**src/rtl/uart_pkg.sv**
```systemverilog
`default_nettype none
// ---------------------------------------------------------------------------
// uart_pkg : shared UART state, parity types and frame constants. Rev 1.0
// ---------------------------------------------------------------------------
package uart_pkg;

    typedef enum logic [2:0] {
        IDLE   = 3'd0,
        START  = 3'd1,
        DATA   = 3'd2,
        PARITY = 3'd3,
        STOP   = 3'd4,
        DONE   = 3'd5
    } uart_tx_state_t;

    typedef enum logic [1:0] {
        PAR_NONE = 2'd0,
        PAR_EVEN = 2'd1,
        PAR_ODD  = 2'd2
    } uart_parity_t;

    localparam int UART_MIN_BITS = 5;

    // Code 3 is reserved and treated as no parity.
    function automatic uart_parity_t decode_parity(input logic [1:0] cfg);
        case (cfg)
            2'd1:    return PAR_EVEN;
            2'd2:    return PAR_ODD;
            default: return PAR_NONE;
        endcase
    endfunction

endpackage
`default_nettype wire

```
**src/rtl/uart_tx_fifo_sync_fifo.sv**
```systemverilog
`default_nettype none
// ---------------------------------------------------------------------------
// sync_fifo : single-clock show-ahead FIFO with occupancy count. Rev 1.0
// ---------------------------------------------------------------------------
module sync_fifo #(
    parameter int WIDTH = 8,
    parameter int DEPTH = 4
) (
    input  logic                     clk,
    input  logic                     rst,
    input  logic                     push,
    input  logic [WIDTH-1:0]         wdata,
    input  logic                     pop,
    output logic [WIDTH-1:0]         rdata,
    output logic                     full,
    output logic                     empty,
    output logic [$clog2(DEPTH):0]   count
);

    localparam int AW = $clog2(DEPTH);
    localparam logic [AW:0] FULL_COUNT = (AW+1)'(DEPTH);

    logic [WIDTH-1:0] mem [DEPTH];
    logic [AW-1:0]    wr_ptr;
    logic [AW-1:0]    rd_ptr;
    logic             do_push;
    logic             do_pop;

    assign full    = (count == FULL_COUNT);
    assign empty   = (count == '0);
    assign do_push = push & ~full;
    assign do_pop  = pop & ~empty;
    assign rdata   = mem[rd_ptr];

    // DEPTH is a power of two, so the pointers wrap by plain overflow.
    always_ff @(posedge clk) begin
        if (!rst) begin
            wr_ptr <= '0;
            rd_ptr <= '0;
            count  <= '0;
        end else begin
            if (do_push) wr_ptr <= wr_ptr + 1'b1;
            if (do_pop)  rd_ptr <= rd_ptr + 1'b1;
            case ({do_push, do_pop})
                2'b10:   count <= count + 1'b1;
                2'b01:   count <= count - 1'b1;
                default: count <= count;
            endcase
        end
    end

    always_ff @(posedge clk) begin
        if (do_push) mem[wr_ptr] <= wdata;
    end

endmodule
`default_nettype wire

```
**src/rtl/uart_tx_fifo.sv**
```systemverilog
`default_nettype none
// ---------------------------------------------------------------------------
// uart_tx_fifo : FIFO-fed UART transmitter, 5..DATA_W bits, N/E/O, 1/2 stop. Rev 1.0
// ---------------------------------------------------------------------------
module uart_tx_fifo #(
    parameter int CLK_RATE      = 100_000_000,
    parameter int BAUD_RATE     = 9600,
    parameter int NCLKS_PER_BIT = CLK_RATE / BAUD_RATE,
    parameter int DATA_W        = 8,
    parameter int FIFO_DEPTH    = 4
) (
    input  logic                          clk,
    input  logic                          rst,
    input  logic [DATA_W-1:0]             i_tx_data,
    input  logic                          i_tx_valid,
    output logic                          o_tx_ready,
    input  logic [3:0]                    i_cfg_nbits,
    input  logic [1:0]                    i_cfg_parity,
    input  logic                          i_cfg_stop2,
    output logic                          o_tx_data,
    output logic                          o_tx_busy,
    output logic                          o_tx_done,
    output logic [$clog2(FIFO_DEPTH):0]   o_fifo_count
);

    import uart_pkg::*;

    localparam int BW = $clog2(NCLKS_PER_BIT);
    localparam int IW = $clog2(DATA_W);
    localparam logic [BW-1:0] BAUD_LAST = BW'(NCLKS_PER_BIT - 1);
    localparam logic [3:0]    NBITS_MIN = 4'(UART_MIN_BITS);
    localparam logic [3:0]    NBITS_MAX = 4'(DATA_W);

    logic [DATA_W-1:0] fifo_rdata;
    logic              fifo_full;
    logic              fifo_empty;
    logic              load;

    uart_tx_state_t    state, state_next;
    logic [BW-1:0]     baud_cnt, baud_next;
    logic [IW-1:0]     bit_idx, idx_next;
    logic [IW-1:0]     last_idx, last_idx_next;
    logic [DATA_W-1:0] shift, shift_next;
    uart_parity_t      par_mode, par_next;
    logic              stop2, stop2_next;
    logic              line, line_next;

    logic [3:0]        nbits_clamped;
    logic [IW-1:0]     cfg_last;
    logic [DATA_W-1:0] bit_mask;
    logic              par_bit;
    logic              baud_last;

    sync_fifo #(
        .WIDTH (DATA_W),
        .DEPTH (FIFO_DEPTH)
    ) u_fifo (
        .clk   (clk),
        .rst   (rst),
        .push  (i_tx_valid),
        .wdata (i_tx_data),
        .pop   (load),
        .rdata (fifo_rdata),
        .full  (fifo_full),
        .empty (fifo_empty),
        .count (o_fifo_count)
    );

    always_comb begin
        if (i_cfg_nbits < NBITS_MIN)      nbits_clamped = NBITS_MIN;
        else if (i_cfg_nbits > NBITS_MAX) nbits_clamped = NBITS_MAX;
        else                              nbits_clamped = i_cfg_nbits;
    end

    assign cfg_last = IW'(nbits_clamped - 4'd1);

    // Parity covers only the bits actually sent in this frame.
    always_comb begin
        bit_mask = '0;
        for (int i = 0; i < DATA_W; i++) begin
            bit_mask[i] = (i <= int'(last_idx));
        end
    end

    assign par_bit   = (^(shift & bit_mask)) ^ (par_mode == PAR_ODD);
    assign baud_last = (baud_cnt == BAUD_LAST);

    always_comb begin
        state_next    = state;
        baud_next     = baud_cnt;
        idx_next      = bit_idx;
        shift_next    = shift;
        last_idx_next = last_idx;
        par_next      = par_mode;
        stop2_next    = stop2;
        load          = 1'b0;
        line_next     = 1'b1;

        case (state)
            IDLE:   load = !fifo_empty;
            START:  if (baud_last) state_next = DATA;
            DATA: begin
                if (baud_last) begin
                    if (bit_idx == last_idx) begin
                        idx_next   = '0;
                        state_next = (par_mode == PAR_NONE) ? STOP : PARITY;
                    end else begin
                        idx_next = bit_idx + 1'b1;
                    end
                end
            end
            PARITY: if (baud_last) state_next = STOP;
            STOP: begin
                // bit_idx doubles as the stop-bit counter here.
                if (baud_last) begin
                    if (stop2 && (bit_idx == '0)) idx_next   = IW'(1);
                    else                          state_next = DONE;
                end
            end
            DONE: begin
                if (fifo_empty) state_next = IDLE;
                else            load       = 1'b1;
            end
            default: state_next = IDLE;
        endcase

        if (state inside {START, DATA, PARITY, STOP}) begin
            baud_next = baud_last ? '0 : baud_cnt + 1'b1;
        end else begin
            baud_next = '0;
        end

        if (load) begin
            state_next    = START;
            shift_next    = fifo_rdata;
            last_idx_next = cfg_last;
            par_next      = decode_parity(i_cfg_parity);
            stop2_next    = i_cfg_stop2;
            idx_next      = '0;
            baud_next     = '0;
        end

        // The line is registered, so it is driven from the upcoming state.
        case (state_next)
            START:   line_next = 1'b0;
            DATA:    line_next = shift_next[idx_next];
            PARITY:  line_next = par_bit;
            default: line_next = 1'b1;
        endcase
    end

    always_ff @(posedge clk) begin
        if (!rst) begin
            state    <= IDLE;
            baud_cnt <= '0;
            bit_idx  <= '0;
            shift    <= '0;
            last_idx <= '0;
            par_mode <= PAR_NONE;
            stop2    <= 1'b0;
            line     <= 1'b1;
        end else begin
            state    <= state_next;
            baud_cnt <= baud_next;
            bit_idx  <= idx_next;
            shift    <= shift_next;
            last_idx <= last_idx_next;
            par_mode <= par_next;
            stop2    <= stop2_next;
            line     <= line_next;
        end
    end

    assign o_tx_data  = line;
    assign o_tx_busy  = (state != IDLE);
    assign o_tx_done  = (state == DONE);
    assign o_tx_ready = ~fifo_full;

endmodule
`default_nettype wire

```
**config.mk**
```make
export PLATFORM = sky130hd
export DESIGN_NAME = uart_tx_fifo
export DESIGN_NICKNAME = d
export VERILOG_FILES = /design/src/rtl/uart_pkg.sv /design/src/rtl/uart_tx_fifo_sync_fifo.sv /design/src/rtl/uart_tx_fifo.sv
export SDC_FILE = /design/constraint.sdc
export NUM_CORES = 1
export LEC_CHECK = 0
export ABC_AREA = 1
export BUFFER_PORTS_ARGS = -buffer_cell sky130_fd_sc_hd__buf_2
export CAP_MARGIN = 20
export CORE_ASPECT_RATIO = 1.2
export CORE_MARGIN = 2
export CORE_UTILIZATION = 30
export CTS_BUF_LIST = sky130_fd_sc_hd__clkbuf_4
export CTS_CLUSTER_SIZE = 12
export DETAILED_ROUTE_END_ITERATION = 6
export HOLD_SLACK_MARGIN = 0.15
export SLEW_MARGIN = 20
export SYNTH_ARGS = -nofsm -noshare
export SYNTH_HDL_FRONTEND = slang
export SYNTH_SLANG_ARGS = --single-unit
```
**constraint.sdc**
```tcl
create_clock -name clk -period 6.6 [get_ports clk]
set_input_delay 0.66 -clock clk [delete_from_list [all_inputs] [get_ports clk]]
set_output_delay 0.66 -clock clk [all_outputs]
set_load 0.02 [all_outputs]
```
==> Word-level counts from Yosys, hierarchy flattened <==
Memory sizes are Yosys's and may differ from the RTL's. A register that Yosys moved wholly into a read port is not among the register bits.
Cells that the tools add are included.
{ "totals": {"n_memories": 1, "input_bits": 18, "mem_bits_rw": 32, "wordCells": 94, "regBits": 42} }
{ "classes": {"n_eq_ne": 16, "n_bitwise": 8, "muxes": 30, "n_addsub": 7, "n_reduce_logical": 11, "n_lt_le_gt_ge": 10} }
{ "mem_list": {"columns": ["name", "depth", "width", "read_ports", "rd_clocked_by_memory_dff", "write_ports", "line", "rtl"], "rows": [
  ["u_fifo.mem", 4, 8, 1, 1, 1, "uart_tx_fifo_sync_fifo.sv:23", "logic [WIDTH-1:0] mem [DEPTH];"]
]} }
{ "ops": {"columns": ["operator", "count"], "rows": [
  ["3-bit 2-to-1 mux", 16],
  ["3-bit case mux with 6 select lines", 1],
  ["14-bit by 1-bit adder with 14-bit output, second input constant", 1],
  ["14-bit equality test, second input constant", 1],
  ["3-bit by 2-bit equality test with 1-bit output, second input constant", 4],
  ["3-bit <= comparator, first input constant", 4],
  ["3-bit case mux with 2 select lines", 2],
  ["3-bit equality test, second input constant", 3],
  ["3-bit logical NOT", 3],
  ["8-bit bitwise AND", 1],
  ["8-bit 2-to-1 mux", 1],
  ["8-bit XOR reduction", 1],
  ["3-bit by 1-bit adder with 3-bit output, second input constant", 2],
  ["2-bit equality test, second input constant", 3],
  ["3-bit by 1-bit equality test with 1-bit output, second input constant", 2],
  ["2-bit by 3-bit <= comparator with 1-bit output, first input constant", 2],
  ["3-bit by 1-bit subtractor with 3-bit output, second input constant", 2],
  ["2-bit by 1-bit adder with 2-bit output, second input constant", 2],
  ["2-bit by 1-bit equality test with 1-bit output, second input constant", 2],
  ["4-bit > comparator, second input constant", 1],
  ["3-bit by 4-bit less-than comparator with 1-bit output, second input constant", 1],
  ["4-bit by 3-bit less-than comparator with 1-bit output, second input constant", 1],
  ["1-bit 2-to-1 mux", 4],
  ["2-bit 2-to-1 mux", 2],
  ["16 further kinds", 20]
]} }

==> Longest topological paths before layout <==
{ "depth": {"depth_word": 9, "ltp_mapped": 15, "mapped_depth_nobuf": 14} }

==> Modules after synthesis <==
From an unflattened synthesis, not the netlist that was laid out.
{ "unflattened": {"hier_cells": 460, "hier_area_um2": 3739.8} }
{ "modules_own_cells": {"columns": ["mod", "n_inst", "cells_per_inst", "seq_area_each_um2", "area_each_um2"], "rows": [
  ["uart_tx_fifo", 1, 315, 700.7, 2058.2],
  ["sync_fifo", 1, 145, 1141.1, 1681.6]
]} }

==> Worst setup path after synthesis <==
No wires, ideal clock.
{ "synth_path": {"path_type": "reg-to-reg", "from": "register state[0]", "to": "register u_fifo.count[2]", "path_stages_with_launch": 16, "setup_ns": 0.122, "setup_slack_ns": 4.202, "period_less_slack_ns": 2.398, "arrival_time_ns": 2.276, "required_time_ns": 6.478, "cell_sequence": "dfxtp_1 -> nor2_2 -> nand2_1 -> nand2_1 -> inv_1 -> or2_1 -> buf_2 -> inv_2 -> buf_2 -> ha_1 -> inv_1 -> fa_1 -> a21oi_1 -> o21ai_0 -> o21ai_0 -> a21oi_1"} }
{ "synth_between": {"elab_chain_cells": 5, "word_cells_on_any_way": 8, "classes_between": "3 x eq/ne; 2 x mux; 1 x bitwise; 2 x reduce/logical"} }
{ "synth_lines": {"columns": ["item", "line", "rtl"], "rows": [
  ["start: declaration", "uart_tx_fifo.sv:39", "uart_tx_state_t state, state_next;"],
  ["start signal: assignment", "uart_tx_fifo.sv:163", "state <= state_next;"],
  ["3-bit equality test / 3-bit logical NOT (equally long branches)", "uart_tx_fifo.sv:99", "case (state)"],
  ["1-bit case mux with 2 select lines *", "uart_tx_fifo.sv:99", null],
  ["1-bit bitwise AND *", "uart_tx_fifo_sync_fifo.sv:32", "assign do_pop = pop & ~empty;"],
  ["via u_fifo.do_pop", "uart_tx_fifo_sync_fifo.sv:27", "logic do_pop;"],
  ["2-bit by 1-bit equality test with 1-bit output / 2-bit equality test (equally long branches)", "uart_tx_fifo_sync_fifo.sv:44", "case ({do_push, do_pop})"],
  ["3-bit case mux with 2 select lines / 2-bit nonzero test (equally long branches)", null, null],
  ["end signal: assignment", "uart_tx_fifo_sync_fifo.sv:45", "2'b10: count <= count + 1'b1;"],
  ["end signal: assignment", "uart_tx_fifo_sync_fifo.sv:46", "2'b01: count <= count - 1'b1;"],
  ["end signal: assignment", "uart_tx_fifo_sync_fifo.sv:47", "default: count <= count;"],
  ["end: declaration", "uart_tx_fifo_sync_fifo.sv:17", "output logic [$clog2(DEPTH):0] count"]
]} }
Mark *: on every way through the listed nets, which the timed path passes. The rest lies on a longest branch.
A chain may end at the register's enable or synchronous reset.

==> Worst setup path in the final report <==
{ "layout_path": {"from": "register state[1]", "to": "register u_fifo.count[2]"} }
{ "layout_between": {"elab_chain_cells": 5, "word_cells_on_any_way": 8, "classes_between": "3 x eq/ne; 2 x mux; 1 x bitwise; 2 x reduce/logical"} }
{ "layout_lines": {"columns": ["item", "line"], "rows": [
  ["3-bit equality test / 3-bit logical NOT (equally long branches)", "uart_tx_fifo.sv:99"],
  ["1-bit case mux with 2 select lines *", "uart_tx_fifo.sv:99"],
  ["1-bit bitwise AND *", "uart_tx_fifo_sync_fifo.sv:32"],
  ["2-bit by 1-bit equality test with 1-bit output / 2-bit equality test (equally long branches)", "uart_tx_fifo_sync_fifo.sv:44"],
  ["3-bit case mux with 2 select lines / 2-bit nonzero test (equally long branches)", null]
]} }
Mark *: on every way between the ends. The rest lies on a longest branch, timed or not.

==> results.toml <==
[sta]
finClkSkew_ps = 14.94
slew_viol_final = 0
worstMarginPinSlew_ps = 818.9
finalHoldViolCount = 0
clock.fmax_mhz = 363.5
period_share_pct = 41.68
setup_viol = 0
period_needed_ps = 2751
fin_setup_tns_ps = 0
rsz0062_at_grt = "false"
relSlewSlack_pct = 45.21

[die]
rows = 43
chipHeight_um = 123.8
core_mm2 = 0.01162
io_pins = 25
die_x_um = 103.8
die-area_mm2 = 0.01286
initial_core_util_pct = 30.88

[critical_path]
r2r-end = "u_fifo.count[2]"
r2r_start = "state[1]"
r2r_slack_ps = 3850
worstPathArrival_ps = 3080
crit_start = "state[1]"
critPathCapture = "u_fifo.count[2]"
endpoint_kind = "flip-flop"
critical_path_required_ps = 6930
crit_fanout = 23
critical_path_class = "flip-flop to flip-flop"
start_kind = "flip-flop"
r2r_cells = 13

[power_and_ir_drop]
p_leak_nw = 1.579
ir_drop_mv = 0.1654
p_per_area_mw_per_mm2 = 356.7
p_total_w = 0.001427

[route]
wl_met3_um = 247
wirelength_met1_mm = 3.193
dr.pass1.iters = 4
ant_nets = 0
routed.top_layer = "met4"
drc_errors = 0
routed_wl_mm = 7.216
drt-initial-drc-count = 201
routedWlPerCell_um = 11.75
via_count = 2821
vias_per_cell = 4.594
wl_met2_mm = 3.705

[synthesis]
synthCells = 428
synth_top_cell_area_share_pct = 26.78
synth_most_common_cell = "nor2_1"
yosysWarnings = 0
ys_seq_elements = 76
avgSynthCellArea_um2 = 8.384
synth-edff-count = 32
netlist_area_mm2 = 0.003588
yosys_most_used_dff = "dfxtp_1"
synth_cell_type_count = 38
synth_nets = 456
async_flop_share_pct = 0
synth_area_leaders = "edfxtp_1, dfxtp_1, nor2_1, o21ai_0, inv_1"
synth-seq-area-share_pct = 51.32
ys_top_cells_by_count = "nor2_1, inv_1, nand2_1"
synth_top_area_cell = "edfxtp_1"

[hold_path]
hold_path.class = "input port to flip-flop"

[finish]
seqCellArea_mm2 = 0.001842
n_fill_cell = 1218
insertedDiodeCount = 0
fin_nets = 480
syn2layout_area_growth_pct = 11.47
stdcell_count = 614
drive_gt1_share_pct = 10.72
multiInputGateArea_mm2 = 0.001486

[global_routing]
grt_pass1_vias = 2711
grt_pass1_wl_mm = 12.31
track_usage_pct = 12.02
grt_max_degree = 24
grt_overflow = 0
antenna_found_initial = 0

[clock_network]
cts_setup_buffers = 0
cts_hold_buf = 0
cts.clk_slew.worst_paths_ps = 140
cts_sinks = 76
cts_root_buf = "clkbuf_4"
htree_num_levels = 3
cts_tree = "yes"
cts_resized = 0
numCtsBuffers = 9
clk_latency_ps = 430
clk_path_buf_depth = 2

[job]
maxCapViolCount = 0

[place]
dp_hpwl_mm = 5.178
gp_congestion = 0.8288
place.port_buffers = 24
placed_cells = 598

[status]
status = "finished, final reports clean"
[critical path, cell delays in order (launching register included)]
cell	delay, ps
dfxtp_1	360
inv_1	110
nand3_1	130
nand2_1	110
inv_1	30
or2_1	500
inv_2	330
ha_1	180
inv_1	60
fa_1	370
a21oi_1	130
o21ai_0	110
o21ai_0	160
a21oi_1	50
[worst min-delay path by stage]
stage	to	cells past startpoint	start	slack [ps]
6_report	u_fifo.mem[0][7]	1	i_tx_data[7]	420
5_1_grt	u_fifo.mem[0][2]	1	i_tx_data[2]	380
4_1_cts	u_fifo.mem[2][7]	1	i_tx_data[7]	390
3_5_place_dp	baud_cnt[0]	1	baud_cnt[0]	440
3_3_place_gp	baud_cnt[0]	1	baud_cnt[0]	430
2_1_floorplan	baud_cnt[0]	1	baud_cnt[0]	420
[layout by cell type (no fill, tap or decap), types with 2 or more instances in the layout]
cell	count
nor2_1	75
inv_1	53
nand2_1	51
dfxtp_1	44
o21ai_0	40
edfxtp_1	32
nand3_1	28
buf_2	24
a21oi_1	23
ha_1	9
clkbuf_4	9
xor2_1	8
nor3_1	7
nand4_1	6
xnor2_1	6
o21ai_1	5
o32ai_1	4
inv_6	3
inv_2	2
mux2i_1	2
o22ai_1	2
or2_0	2
or2_2	2
nor3b_1	2
a211oi_1	2
clkinv_4	2
[cells by family after synthesis]
group           count (synthesis)  share of synthesized area [%]
compound gates                 80                          12.17
xor+xnor                       14                          3.417
fa+ha+maj                      10                          3.696
buf+inv                        66                          7.252
flops                          76                          51.32
mux                             2                         0.5579
simple gates                  180                          21.58
[where the power goes]
group	total, W	leakage, nW	internal, W	switching, W
clock	0.000299	0.0775	0.000121	0.000179
combinational	0.000487	0.847	0.000168	0.000319
sequential	0.000640	0.654	0.000573	0.0000668
[routing by layer]
| metal | up-vias | GRT usage [%] |
|---|---|---|
| li1 | 1475 | - |
| met3 | 5 | 3.506 |
| met1 | 1295 | 13.22 |
| met5 | - | 0 |
| met2 | 46 | 22.45 |
| met4 | 0 | 3.801 |
[sequential cells by signal (all words and copies together) (netlist names), named ones only]
name,count
u_fifo.mem,32
baud_cnt,14
shift,8
bit_idx,3
last_idx,3
state,3
u_fifo.count,3
par_mode,2
u_fifo.rd_ptr,2
u_fifo.wr_ptr,2
o_tx_data,1
stop2,1
[stage by stage]
step | cell area, um^2 | util (%) | setup WS [ps] | hold WS (ps)
global placement | 3851 | 33.14 | 3963 | 431.3
CTS | 4000 | 34.42 | 3852 | 390.1
detailed placement | 3851 | 33.14 | 3863 | 440.4
floorplan | 3588 | - | 4202 | 417.9
global route | 4000 | 34.42 | 3588 | 380.8
finish | 4000 | 34.42 | 3849 | 424.3
[cell type report]
class                   instances  share of cell area [%]
multi-input cells             286                   37.16
flip-flops and latches         76                   46.04
well taps                     157                   4.911
clock inverters                 7                   2.033
inverters                      55                   5.161
clock buffers                   9                   1.689
repair buffers                 24                   3.003
Power figures use the tool's default switching activity.
